**src/rtl/reg_wb_ctrl_if.sv**
```systemverilog
// Issue, hazard-query and register-file write bundle for the writeback controller.
// Latency: none, this file only groups the signals.
// Backpressure: iss_rdy_* is driven by the slave and the master holds a rejected request.
interface reg_wb_ctrl_if;
    // even pipe issue
    logic         iss_vld_ep;
    logic [6:0]   iss_rt_ep;
    logic [127:0] iss_data_ep;
    logic [2:0]   iss_lat_ep;
    logic         iss_rdy_ep;
    logic         iss_err_ep;
    // odd pipe issue
    logic         iss_vld_op;
    logic [6:0]   iss_rt_op;
    logic [127:0] iss_data_op;
    logic [2:0]   iss_lat_op;
    logic         iss_rdy_op;
    logic         iss_err_op;
    // global clear
    logic         flush;
    // hazard queries
    logic [6:0]   chk_addr_a;
    logic [6:0]   chk_addr_b;
    logic         chk_hit_a;
    logic         chk_hit_b;
    // register file write ports
    logic         rt_wr_en_ep;
    logic [6:0]   rt_addr_ep;
    logic [127:0] rt_wr_ep;
    logic         rt_wr_en_op;
    logic [6:0]   rt_addr_op;
    logic [127:0] rt_wr_op;
    // occupancy
    logic [2:0]   pend_cnt_ep;
    logic [2:0]   pend_cnt_op;

    modport master (
        output iss_vld_ep, iss_rt_ep, iss_data_ep, iss_lat_ep,
        output iss_vld_op, iss_rt_op, iss_data_op, iss_lat_op,
        output flush, chk_addr_a, chk_addr_b,
        input  iss_rdy_ep, iss_err_ep, iss_rdy_op, iss_err_op,
        input  chk_hit_a, chk_hit_b,
        input  rt_wr_en_ep, rt_addr_ep, rt_wr_ep,
        input  rt_wr_en_op, rt_addr_op, rt_wr_op,
        input  pend_cnt_ep, pend_cnt_op
    );

    modport slave (
        input  iss_vld_ep, iss_rt_ep, iss_data_ep, iss_lat_ep,
        input  iss_vld_op, iss_rt_op, iss_data_op, iss_lat_op,
        input  flush, chk_addr_a, chk_addr_b,
        output iss_rdy_ep, iss_err_ep, iss_rdy_op, iss_err_op,
        output chk_hit_a, chk_hit_b,
        output rt_wr_en_ep, rt_addr_ep, rt_wr_ep,
        output rt_wr_en_op, rt_addr_op, rt_wr_op,
        output pend_cnt_ep, pend_cnt_op
    );
endinterface

```
**src/rtl/reg_wb_ctrl.sv**
```systemverilog
// Dual-pipe result staging: results wait in a shifting slot line and write the register file from slot 0.
// Latency: an issue with latency L accepted in cycle T writes in cycle T+L-1; hazard hits appear from T+1.
// Backpressure: iss_rdy drops while the target slot is occupied, and the source holds its request until accepted.

// One pipe's slot line: shift toward slot 0 every edge, insert at slot L-2.
// Latency: slot 0 is presented combinationally; pend_cnt and iss_err are registered.
// Backpressure: iss_rdy_o is low for an illegal latency or an occupied slot L-1.
module reg_wb_pipe #(
    parameter int DEPTH = 6
) (
    input  logic         clk,
    input  logic         rst_n,
    input  logic         flush_i,
    input  logic         iss_vld_i,
    input  logic [6:0]   iss_rt_i,
    input  logic [127:0] iss_data_i,
    input  logic [2:0]   iss_lat_i,
    output logic         iss_rdy_o,
    output logic         iss_err_o,
    input  logic [6:0]   chk_addr_a_i,
    input  logic [6:0]   chk_addr_b_i,
    output logic         chk_hit_a_o,
    output logic         chk_hit_b_o,
    output logic         wr_vld_o,
    output logic [6:0]   wr_rt_o,
    output logic [127:0] wr_data_o,
    output logic [2:0]   pend_cnt_o
);
    // DEPTH is expected in 2..6: the 3-bit latency field tops out at 7 = DEPTH+1,
    // and the 3-bit occupancy count holds at most 7.
    logic [DEPTH-1:0] vld_q, vld_d;
    logic [6:0]       rt_q   [DEPTH];
    logic [6:0]       rt_d   [DEPTH];
    logic [127:0]     data_q [DEPTH];
    logic [127:0]     data_d [DEPTH];
    logic             err_q, err_d;
    logic [2:0]       pend_q, pend_d;
    logic             lat_ok;
    logic             busy;
    logic             acc;

    // Latency legality and occupancy of the slot that will shift into L-2.
    always_comb begin
        lat_ok = (iss_lat_i >= 3'd2) && (int'(iss_lat_i) <= DEPTH + 1);
        busy   = 1'b0;
        for (int i = 0; i < DEPTH; i++) begin
            if (i == int'(iss_lat_i) - 1) begin
                busy = vld_q[i];
            end
        end
    end

    assign iss_rdy_o = lat_ok && !busy;
    assign acc       = iss_vld_i && iss_rdy_o && !flush_i;
    assign err_d     = iss_vld_i && !lat_ok;

    // Next slot line: shift by one, drop in the accepted issue, then apply flush.
    always_comb begin
        for (int i = 0; i < DEPTH - 1; i++) begin
            vld_d[i]  = vld_q[i+1];
            rt_d[i]   = rt_q[i+1];
            data_d[i] = data_q[i+1];
        end
        vld_d[DEPTH-1]  = 1'b0;
        rt_d[DEPTH-1]   = rt_q[DEPTH-1];
        data_d[DEPTH-1] = data_q[DEPTH-1];
        for (int i = 0; i < DEPTH; i++) begin
            if (acc && (i == int'(iss_lat_i) - 2)) begin
                vld_d[i]  = 1'b1;
                rt_d[i]   = iss_rt_i;
                data_d[i] = iss_data_i;
            end
        end
        if (flush_i) begin
            vld_d = '0;
        end
        pend_d = '0;
        for (int i = 0; i < DEPTH; i++) begin
            pend_d = pend_d + {2'b00, vld_d[i]};
        end
    end

    // Hazard lookup over every currently valid slot, slot 0 included.
    always_comb begin
        chk_hit_a_o = 1'b0;
        chk_hit_b_o = 1'b0;
        for (int i = 0; i < DEPTH; i++) begin
            if (vld_q[i] && (rt_q[i] == chk_addr_a_i)) chk_hit_a_o = 1'b1;
            if (vld_q[i] && (rt_q[i] == chk_addr_b_i)) chk_hit_b_o = 1'b1;
        end
    end

    // Control state: valid bits, error pulse and occupancy clear asynchronously.
    always_ff @(posedge clk or negedge rst_n) begin
        if (!rst_n) begin
            vld_q  <= '0;
            err_q  <= 1'b0;
            pend_q <= '0;
        end else begin
            vld_q  <= vld_d;
            err_q  <= err_d;
            pend_q <= pend_d;
        end
    end

    // Payload carries no reset; it is only observed behind a valid bit.
    always_ff @(posedge clk) begin
        for (int i = 0; i < DEPTH; i++) begin
            rt_q[i]   <= rt_d[i];
            data_q[i] <= data_d[i];
        end
    end

    assign wr_vld_o   = vld_q[0];
    assign wr_rt_o    = rt_q[0];
    assign wr_data_o  = data_q[0];
    assign iss_err_o  = err_q;
    assign pend_cnt_o = pend_q;
endmodule

// Top: two independent slot lines, shared hazard lookup and same-address write arbitration.
// Latency: writes leave slot 0 combinationally; hazard results are combinational on current slots.
// Backpressure: per-pipe iss_rdy; the two pipes never block each other.
module reg_wb_ctrl #(
    parameter int DEPTH = 6
) (
    input  logic         clk,
    input  logic         rst_n,
    reg_wb_ctrl_if.slave bus
);
    logic         ep_wr_vld, op_wr_vld;
    logic [6:0]   ep_wr_rt, op_wr_rt;
    logic [127:0] ep_wr_data, op_wr_data;
    logic         ep_hit_a, ep_hit_b, op_hit_a, op_hit_b;
    logic         ep_rdy, op_rdy, ep_err, op_err;
    logic [2:0]   ep_pend, op_pend;

    reg_wb_pipe #(.DEPTH(DEPTH)) u_ep (
        .clk          (clk),
        .rst_n        (rst_n),
        .flush_i      (bus.flush),
        .iss_vld_i    (bus.iss_vld_ep),
        .iss_rt_i     (bus.iss_rt_ep),
        .iss_data_i   (bus.iss_data_ep),
        .iss_lat_i    (bus.iss_lat_ep),
        .iss_rdy_o    (ep_rdy),
        .iss_err_o    (ep_err),
        .chk_addr_a_i (bus.chk_addr_a),
        .chk_addr_b_i (bus.chk_addr_b),
        .chk_hit_a_o  (ep_hit_a),
        .chk_hit_b_o  (ep_hit_b),
        .wr_vld_o     (ep_wr_vld),
        .wr_rt_o      (ep_wr_rt),
        .wr_data_o    (ep_wr_data),
        .pend_cnt_o   (ep_pend)
    );

    reg_wb_pipe #(.DEPTH(DEPTH)) u_op (
        .clk          (clk),
        .rst_n        (rst_n),
        .flush_i      (bus.flush),
        .iss_vld_i    (bus.iss_vld_op),
        .iss_rt_i     (bus.iss_rt_op),
        .iss_data_i   (bus.iss_data_op),
        .iss_lat_i    (bus.iss_lat_op),
        .iss_rdy_o    (op_rdy),
        .iss_err_o    (op_err),
        .chk_addr_a_i (bus.chk_addr_a),
        .chk_addr_b_i (bus.chk_addr_b),
        .chk_hit_a_o  (op_hit_a),
        .chk_hit_b_o  (op_hit_b),
        .wr_vld_o     (op_wr_vld),
        .wr_rt_o      (op_wr_rt),
        .wr_data_o    (op_wr_data),
        .pend_cnt_o   (op_pend)
    );

    // Same-address retire in both pipes: the odd result is the one that lands.
    always_comb begin
        bus.rt_wr_en_ep = ep_wr_vld && !(op_wr_vld && (ep_wr_rt == op_wr_rt));
        bus.rt_wr_en_op = op_wr_vld;
        bus.rt_addr_ep  = ep_wr_rt;
        bus.rt_wr_ep    = ep_wr_data;
        bus.rt_addr_op  = op_wr_rt;
        bus.rt_wr_op    = op_wr_data;
    end

    assign bus.chk_hit_a   = ep_hit_a | op_hit_a;
    assign bus.chk_hit_b   = ep_hit_b | op_hit_b;
    assign bus.iss_rdy_ep  = ep_rdy;
    assign bus.iss_rdy_op  = op_rdy;
    assign bus.iss_err_ep  = ep_err;
    assign bus.iss_err_op  = op_err;
    assign bus.pend_cnt_ep = ep_pend;
    assign bus.pend_cnt_op = op_pend;
endmodule

```
**src/flat_wrapper.sv**
```systemverilog
// flat-port wrapper written by rule: the top's interface ports become plain ports
module reg_wb_ctrl_flat 
#(
    parameter int DEPTH = 6
)
  (clk, rst_n, bus_iss_vld_ep, bus_iss_rt_ep, bus_iss_data_ep, bus_iss_lat_ep, bus_iss_vld_op, bus_iss_rt_op, bus_iss_data_op, bus_iss_lat_op, bus_flush, bus_chk_addr_a, bus_chk_addr_b, bus_iss_rdy_ep, bus_iss_err_ep, bus_iss_rdy_op, bus_iss_err_op, bus_chk_hit_a, bus_chk_hit_b, bus_rt_wr_en_ep, bus_rt_addr_ep, bus_rt_wr_ep, bus_rt_wr_en_op, bus_rt_addr_op, bus_rt_wr_op, bus_pend_cnt_ep, bus_pend_cnt_op);
  reg_wb_ctrl_if bus_i ();
  input  logic clk;
  input  logic rst_n;
  input wire logic [$bits(bus_i.iss_vld_ep)-1:0] bus_iss_vld_ep;
  input wire logic [$bits(bus_i.iss_rt_ep)-1:0] bus_iss_rt_ep;
  input wire logic [$bits(bus_i.iss_data_ep)-1:0] bus_iss_data_ep;
  input wire logic [$bits(bus_i.iss_lat_ep)-1:0] bus_iss_lat_ep;
  input wire logic [$bits(bus_i.iss_vld_op)-1:0] bus_iss_vld_op;
  input wire logic [$bits(bus_i.iss_rt_op)-1:0] bus_iss_rt_op;
  input wire logic [$bits(bus_i.iss_data_op)-1:0] bus_iss_data_op;
  input wire logic [$bits(bus_i.iss_lat_op)-1:0] bus_iss_lat_op;
  input wire logic [$bits(bus_i.flush)-1:0] bus_flush;
  input wire logic [$bits(bus_i.chk_addr_a)-1:0] bus_chk_addr_a;
  input wire logic [$bits(bus_i.chk_addr_b)-1:0] bus_chk_addr_b;
  output wire logic [$bits(bus_i.iss_rdy_ep)-1:0] bus_iss_rdy_ep;
  output wire logic [$bits(bus_i.iss_err_ep)-1:0] bus_iss_err_ep;
  output wire logic [$bits(bus_i.iss_rdy_op)-1:0] bus_iss_rdy_op;
  output wire logic [$bits(bus_i.iss_err_op)-1:0] bus_iss_err_op;
  output wire logic [$bits(bus_i.chk_hit_a)-1:0] bus_chk_hit_a;
  output wire logic [$bits(bus_i.chk_hit_b)-1:0] bus_chk_hit_b;
  output wire logic [$bits(bus_i.rt_wr_en_ep)-1:0] bus_rt_wr_en_ep;
  output wire logic [$bits(bus_i.rt_addr_ep)-1:0] bus_rt_addr_ep;
  output wire logic [$bits(bus_i.rt_wr_ep)-1:0] bus_rt_wr_ep;
  output wire logic [$bits(bus_i.rt_wr_en_op)-1:0] bus_rt_wr_en_op;
  output wire logic [$bits(bus_i.rt_addr_op)-1:0] bus_rt_addr_op;
  output wire logic [$bits(bus_i.rt_wr_op)-1:0] bus_rt_wr_op;
  output wire logic [$bits(bus_i.pend_cnt_ep)-1:0] bus_pend_cnt_ep;
  output wire logic [$bits(bus_i.pend_cnt_op)-1:0] bus_pend_cnt_op;
  assign bus_i.iss_vld_ep = bus_iss_vld_ep;
  assign bus_i.iss_rt_ep = bus_iss_rt_ep;
  assign bus_i.iss_data_ep = bus_iss_data_ep;
  assign bus_i.iss_lat_ep = bus_iss_lat_ep;
  assign bus_i.iss_vld_op = bus_iss_vld_op;
  assign bus_i.iss_rt_op = bus_iss_rt_op;
  assign bus_i.iss_data_op = bus_iss_data_op;
  assign bus_i.iss_lat_op = bus_iss_lat_op;
  assign bus_i.flush = bus_flush;
  assign bus_i.chk_addr_a = bus_chk_addr_a;
  assign bus_i.chk_addr_b = bus_chk_addr_b;
  assign bus_iss_rdy_ep = bus_i.iss_rdy_ep;
  assign bus_iss_err_ep = bus_i.iss_err_ep;
  assign bus_iss_rdy_op = bus_i.iss_rdy_op;
  assign bus_iss_err_op = bus_i.iss_err_op;
  assign bus_chk_hit_a = bus_i.chk_hit_a;
  assign bus_chk_hit_b = bus_i.chk_hit_b;
  assign bus_rt_wr_en_ep = bus_i.rt_wr_en_ep;
  assign bus_rt_addr_ep = bus_i.rt_addr_ep;
  assign bus_rt_wr_ep = bus_i.rt_wr_ep;
  assign bus_rt_wr_en_op = bus_i.rt_wr_en_op;
  assign bus_rt_addr_op = bus_i.rt_addr_op;
  assign bus_rt_wr_op = bus_i.rt_wr_op;
  assign bus_pend_cnt_ep = bus_i.pend_cnt_ep;
  assign bus_pend_cnt_op = bus_i.pend_cnt_op;
  reg_wb_ctrl #(.DEPTH(DEPTH)) u_core (.clk(clk), .rst_n(rst_n), .bus(bus_i));
endmodule
```
**config.mk**
```make
export PLATFORM = sky130hd
export DESIGN_NAME = reg_wb_ctrl_flat
export DESIGN_NICKNAME = d
export VERILOG_FILES = /design/src/rtl/reg_wb_ctrl_if.sv /design/src/rtl/reg_wb_ctrl.sv /design/src/flat_wrapper.sv
export SDC_FILE = /design/constraint.sdc
export NUM_CORES = 2
export LEC_CHECK = 0
export ABC_CLOCK_PERIOD_IN_PS = 6300
export BUFFER_PORTS_ARGS = -buffer_cell sky130_fd_sc_hd__clkbuf_2
export CORE_ASPECT_RATIO = 1.2
export CORE_MARGIN = 1
export CORE_UTILIZATION = 45
export DETAILED_ROUTE_END_ITERATION = 8
export PLACE_DENSITY = 0.71
export SYNTH_ARGS = -nofsm -noshare
export SYNTH_HDL_FRONTEND = slang
export SYNTH_SLANG_ARGS = --single-unit
```
**constraint.sdc**
```tcl
create_clock -name clk -period 6.3 [get_ports clk]
set_input_delay 1.26 -clock clk [delete_from_list [all_inputs] [get_ports clk]]
set_output_delay 1.26 -clock clk [all_outputs]
set_load 0.01 [all_outputs]
```
# Word-level counts from Yosys, hierarchy flattened
# Memories as Yosys holds them, arrays and structs flattened.
# Index checks and enable logic that the tools add are counted.
[totals]
regBits = 20
ramBits = 1620
input_bits = 295
output_inout_bits = 284
wordCells = 203
mem_count = 4
[op_classes]
add_sub_neg = 14
magnitude_cmp = 2
n_eq_ne = 45
n_mux = 74
bitwise_logic = 2
reduce_logical = 56
[memory_table]
columns = ["name", "depth", "word_bits", "read_ports", "rd_ports_with_merged_regs", "write_ports", "line", "rtl"]
rows = [
  ["u_core.u_ep.data_q", 6, 128, 6, 0, 6, "reg_wb_ctrl.sv:34", "logic [127:0] data_q [DEPTH];"],
  ["u_core.u_op.data_q", 6, 128, 6, 0, 6, "reg_wb_ctrl.sv:34", ""],
  ["u_core.u_ep.rt_q", 6, 7, 6, 0, 6, "reg_wb_ctrl.sv:32", "logic [6:0] rt_q [DEPTH];"],
  ["u_core.u_op.rt_q", 6, 7, 6, 0, 6, "reg_wb_ctrl.sv:32", ""],
]
[op_table]
columns = ["cell", "count"]
rows = [
  ["2-to-1 mux 128 bit", 12],
  ["equality test 7 bit", 25],
  ["zero test 32 bit", 4],
  ["2-to-1 mux 7 bit", 12],
  ["2-to-1 mux 1 bit", 48],
  ["logical AND 1 bit", 46],
  ["equality test 3 x 4 -> 1 bit, first input constant", 8],
  ["equality test 4 bit, first input constant", 8],
  ["adder 3 x 1 -> 3 bit", 6],
  ["equality test 2 x 4 -> 1 bit, first input constant", 4],
  ["2-to-1 mux 6 bit", 2],
  ["subtractor 3 x 1 -> 4 bit, second input constant", 2],
  ["subtractor 3 x 2 -> 4 bit, second input constant", 2],
  ["adder 2 x 1 -> 3 bit", 2],
  ["greater-or-equal comparator 3 x 2 -> 1 bit, second input constant", 2],
  ["zero test 1 bit", 6],
  ["adder 1 x 1 -> 2 bit", 2],
  ["OR 1 bit", 2],
]

# Logic depth before layout (Yosys ltp)
[depth]
word_depth = 20
mapped_depth = 17
depth_no_buf = 13

# By module
# From an unflattened synthesis, not the netlist that was laid out.
[unflattened]
hier_cells = 3521
area_unflattened_um2 = 54992.7
[by_module_without_submodules]
columns = ["mod", "n_inst", "cells_each", "area_each_um2", "seq_area_each_um2"]
rows = [
  ["reg_wb_pipe at u_core.u_ep", 1, 1755, 27552.7, 17817.1],
  ["reg_wb_pipe at u_core.u_op", 1, 1754, 27346.2, 17817.1],
  ["reg_wb_ctrl", 1, 12, 93.8, 0.0],
]

# Least setup slack after synthesis
# Ideal clock, no wire load.
[synth_timing]
kind = "input to register"
startpoint = "input bus_iss_lat_op[1]"
endpoint = "memory u_core.u_op.data_q[5][0] (enable)"
setup_time_ps = 511
arrival_time_ps = 5502
t_required_ps = 5789
path_slack_ps = 287
path_stages = 7
path_buffers = 1
path_cell_list = "clkbuf_1 -> inv_1 -> ha_1 -> inv_1 -> o2111ai_1 -> nand3_1 -> and3_1"
[synth_rtl]
columns = ["item", "line", "rtl"]
rows = [
  ["start, declared", "flat_wrapper.sv:17", "input wire logic [$bits(bus_i.iss_lat_op)-1:0] bus_iss_lat_op;"],
  ["end, declared", "reg_wb_ctrl.sv:34", ""],
]

# Worst setup path in the final report
[layout_timing]
startpoint = "input bus_chk_addr_b[5]"
endpoint = "output bus_chk_hit_b"
[layout_between]
elab_chain_len = 9
elab_cells_between_ends = 37
cone_classes = "12 x eq/ne; 12 x mux; 1 x bitwise; 12 x reduce/logical"
[layout_lines]
columns = ["item", "line", "rtl"]
rows = [
  ["start, declared", "flat_wrapper.sv:20", "input wire logic [$bits(bus_i.chk_addr_b)-1:0] bus_chk_addr_b;"],
  ["equality test 7 bit", "reg_wb_ctrl.sv:89", "if (vld_q[i] && (rt_q[i] == chk_addr_b_i)) chk_hit_b_o = 1'b1;"],
  ["logical AND 1 bit", "reg_wb_ctrl.sv:89", ""],
  ["2-to-1 mux 1 bit (6 in series)", "reg_wb_ctrl.sv:89", ""],
  ["OR 1 bit (*)", "reg_wb_ctrl.sv:189", "assign bus.chk_hit_b = ep_hit_b | op_hit_b;"],
  ["end, declared", "flat_wrapper.sv:26", "output wire logic [$bits(bus_i.chk_hit_b)-1:0] bus_chk_hit_b;"],
]
# Every way passes the cells marked *; elsewhere a longest branch is shown, timed or not.

==> impl_metrics.py <==
metrics = {
    "floorplanning": {
        "floorplan.initialDensity": 0.4553,
        "core_um2": 120200,
        "ios": 579,
        "die_h_um": 384,
        "die_w_um": 320.3,
        "die-area_um2": 123000,
        "rows": 139,
    },
    "power": {
        "p_leak_nw": 25.36,
        "power_density_nw_per_um2": 327.3,
        "ir_worst_vdd_uv": 259.0,
    },
    "timing": {
        "slew_headroom": 0.3568,
        "final.setup.tns_ns": 0,
        "slew_violations": 0,
        "setup_viol": 0,
        "min_period_over_period": 0.6699,
        "hold_viol_final": 0,
        "rsz0062_at_grt": "no",
        "timing.fmax_mhz": 236.9,
        "timing.hold.ws_ns": 0.4042,
        "fin_skew_ns": 0.03272,
        "tightest_slew_ns": 0.9648,
        "finalCriticalPeriod_ns": 4.220,
    },
    "logic_synthesis": {
        "ys_ff_latch": 1640,
        "yosysSeqAreaShare": 0.6512,
        "synth_cell_types": 42,
        "synth_compound_area_frac": 0.003407,
        "synthAdderAreaFrac": 0.004024,
        "synth_top_family_by_area": "multiplexers",
        "synth_cells": 3513,
        "ys_warn_count": 0,
        "synthMuxAreaShare": 0.2813,
        "yosysTopAreaCellShare": 0.4939,
        "synthSimpleGateAreaFrac": 0.01182,
        "syn_avg_cell_area_um2": 15.58,
        "syn-num-nets": 3822,
        "synth_common_cells": "dfxtp_1 (1350), mux2_2 (1233), edfxtp_1 (270)",
        "post-synth-top-count-cell": "dfxtp_1",
        "synthTopCellsByArea": "dfxtp_1 (49%), mux2_2 (25%), edfxtp_1 (15%)",
        "synth_edf_count": 270,
        "synth-xor-area-share": 0.02801,
        "synth_area_um2": 54720,
        "yosysTopAreaCell": "dfxtp_1",
        "synth_ff_type": "dfxtp_1",
        "synth-async-reset-ratio": 0.01220,
    },
    "outcome": {
        "outcome": "completed",
    },
    "place": {
        "portBuffers": 578,
        "dp_hpwl_mm": 68.54,
        "gp_congestion": 0.8389,
        "placed_area_um2": 58980,
    },
    "global_routing": {
        "busiest_layer": "met2",
        "grt_use_met2": 0.2926,
        "use_met3": 0.06469,
        "grt_max_degree": 137,
        "grt_usage": 0.1814,
        "grt_pass1_vias": 29800,
        "antenna_found_initial": 29,
        "grt_overflow": 0,
        "grt_use_met1": 0.2256,
        "grt_pass1_wl_mm": 174.2,
    },
    "clocking": {
        "ctsResizeCount": 0,
        "cts_root_buffer": "clkbuf_16",
        "clock-sinks": 1640,
        "cts_buffers": 153,
        "cts_tree": "built",
        "cts_max_level": 4,
        "cts.clk_slew.worst_paths_ns": 0.06,
        "clk_path_buf_depth": 3,
        "cts_setup_buffers": 0,
        "hold_buffers": 0,
        "clkLatencyLatePin_ns": 0.77,
    },
    "final_layout": {
        "nets": 4405,
        "fillerInstances": 9953,
        "area_growth_pct": 17.20,
        "drive_gt1_frac": 0.4985,
        "stdcell_area_um2": 64130,
    },
    "drt": {
        "via_per_inst": 4.918,
        "totalWireLength_mm": 112.2,
        "drt_pass1_iterations": 5,
        "vias": 28780,
        "ant_nets": 0,
        "first_iter_violations": 1196,
        "remaining_drc_errors": 0,
        "wl_per_cell_um": 19.17,
    },
    "worst_setup_path": {
        "arrival_ns": 2.96,
        "critPathRequiredTime_ns": 5.04,
        "endpoint_kind": "output pin",
        "worstSetupStartpointType": "input port",
        "path_max_fanout": 12,
        "crit_type": "in2out",
    },
    "worst_hold_path": {
        "hold_class": "reg2reg",
    },
    "flow_run": {
        "drv_cap": 0,
    },
}
-- where the power goes --
group          internal, W  switching (W)  total [W]
registers           0.0109      0.0000795     0.0109
clock network      0.00532        0.00396    0.00928
logic             0.000354       0.000410   0.000764
total               0.0165        0.00445     0.0210
-- stage by stage --
| step | std cells | worst slack [ns] | power, W | utilization |
|---|---|---|---|---|
| floorplan | 3513 | 0.2867 | 0.01155 | - |
| finish | 5852 | 2.080 | 0.02099 | 0.5336 |
| detailed placement | 5562 | 1.473 | 0.01194 | 0.4908 |
| CTS | 5846 | 2.093 | 0.02124 | 0.5335 |
| global placement | 5562 | 1.512 | 0.01193 | 0.4908 |
| global route | 5849 | 1.939 | 0.02174 | 0.5336 |
-- critical path: stages --
cell and delay (ns):
clkbuf_2 0.33, xor2_1 0.24, nor4_1 0.09, nand4_1 0.14
o2111ai_1 0.12, or4_1 0.58, clkbuf_2 0.20
-- final cells by class --
cell class	instances	area, um^2	share of cell area
multi-input combinational	1686	18050	0.2815
clock buffer	232	4409	0.06875
tap	1621	2028	0.03163
sequential	1640	35630	0.5556
antenna	6	15.01	0.0002341
inverter	19	76.32	0.001190
timing repair buffer	596	3191	0.04975
clock inverter	52	724.4	0.01130
-- cells in the final DEF, fill, tap and decap left out, drive strengths merged, types with 2 or more instances in the layout --
cell type	n
or4	2
nor2	30
clkinvlp	2
o21ai	7
inv	28
nor4	19
fa	6
buf	18
mux2i	3
nand2	6
mux2	1351
nand3b	3
nand3	2
and3	5
a31oi	2
or2	2
xnor2	66
xor2	109
nor2b	6
clkbuf	810
a21oi	4
dfxtp	1350
edfxtp	270
bufinv	10
nand4	35
dfrtp	20
a21boi	2
ha	8
and2	3
o2111ai	5
a2111oi	3
diode	6
and4	2
clkinv	31
-- path summary, 6_finish.rpt --
kind,startpoint,to,slack [ns],cells after the start
setup / recovery,bus_chk_addr_b[5],bus_chk_hit_b,2.08,7
hold / removal,u_core.u_ep.data_q[2][98]$_DFF_P_,u_core.u_ep.data_q[1][98]$_DFF_P_,0.40,1
setup reg to reg,u_core.u_ep.vld_q[0]$_DFF_PN0_,u_core.u_ep.pend_cnt_o[1]$_DFF_PN0_,2.49,11
hold reg to reg,u_core.u_ep.data_q[2][98]$_DFF_P_,u_core.u_ep.data_q[1][98]$_DFF_P_,0.40,1
max in group asynchronous,rst_n,u_core.u_ep.vld_q[4]$_DFF_PN0_,5.29,1
min in group asynchronous,rst_n,u_core.u_ep.iss_err_o$_DFF_PN0_,0.52,1
-- layer usage --
layer / wire (um) / part of all wire
met3: 8173 / 0.073
met1: 49070 / 0.44
met5: 310 / 0.0028
met2: 52210 / 0.47
met4: 2405 / 0.021
-- registers in the layout, summed over array words and instances (netlist names) --
signal and flops:
u_core.u_ep.data_q 768, u_core.u_op.data_q 768, u_core.u_ep.rt_q 42, u_core.u_op.rt_q 42, u_core.u_ep.vld_q 6, u_core.u_op.vld_q 6
u_core.u_ep.pend_cnt_o 3, u_core.u_op.pend_cnt_o 3, u_core.u_ep.iss_err_o 1, u_core.u_op.iss_err_o 1
-- logic make-up (layout without fill, tap and decap cells) --
family,after synthesis,count (layout)
flip-flops,1640,1640
multiplexers,1354,1354
buffers and inverters,187,899
XOR/XNOR,175,175
AND/OR/NAND/NOR,116,116
AO/OA/AOI/OAI,27,27
adder cells (fa/ha/maj),14,14
other,0,6
(Power assumes the default switching activity.)
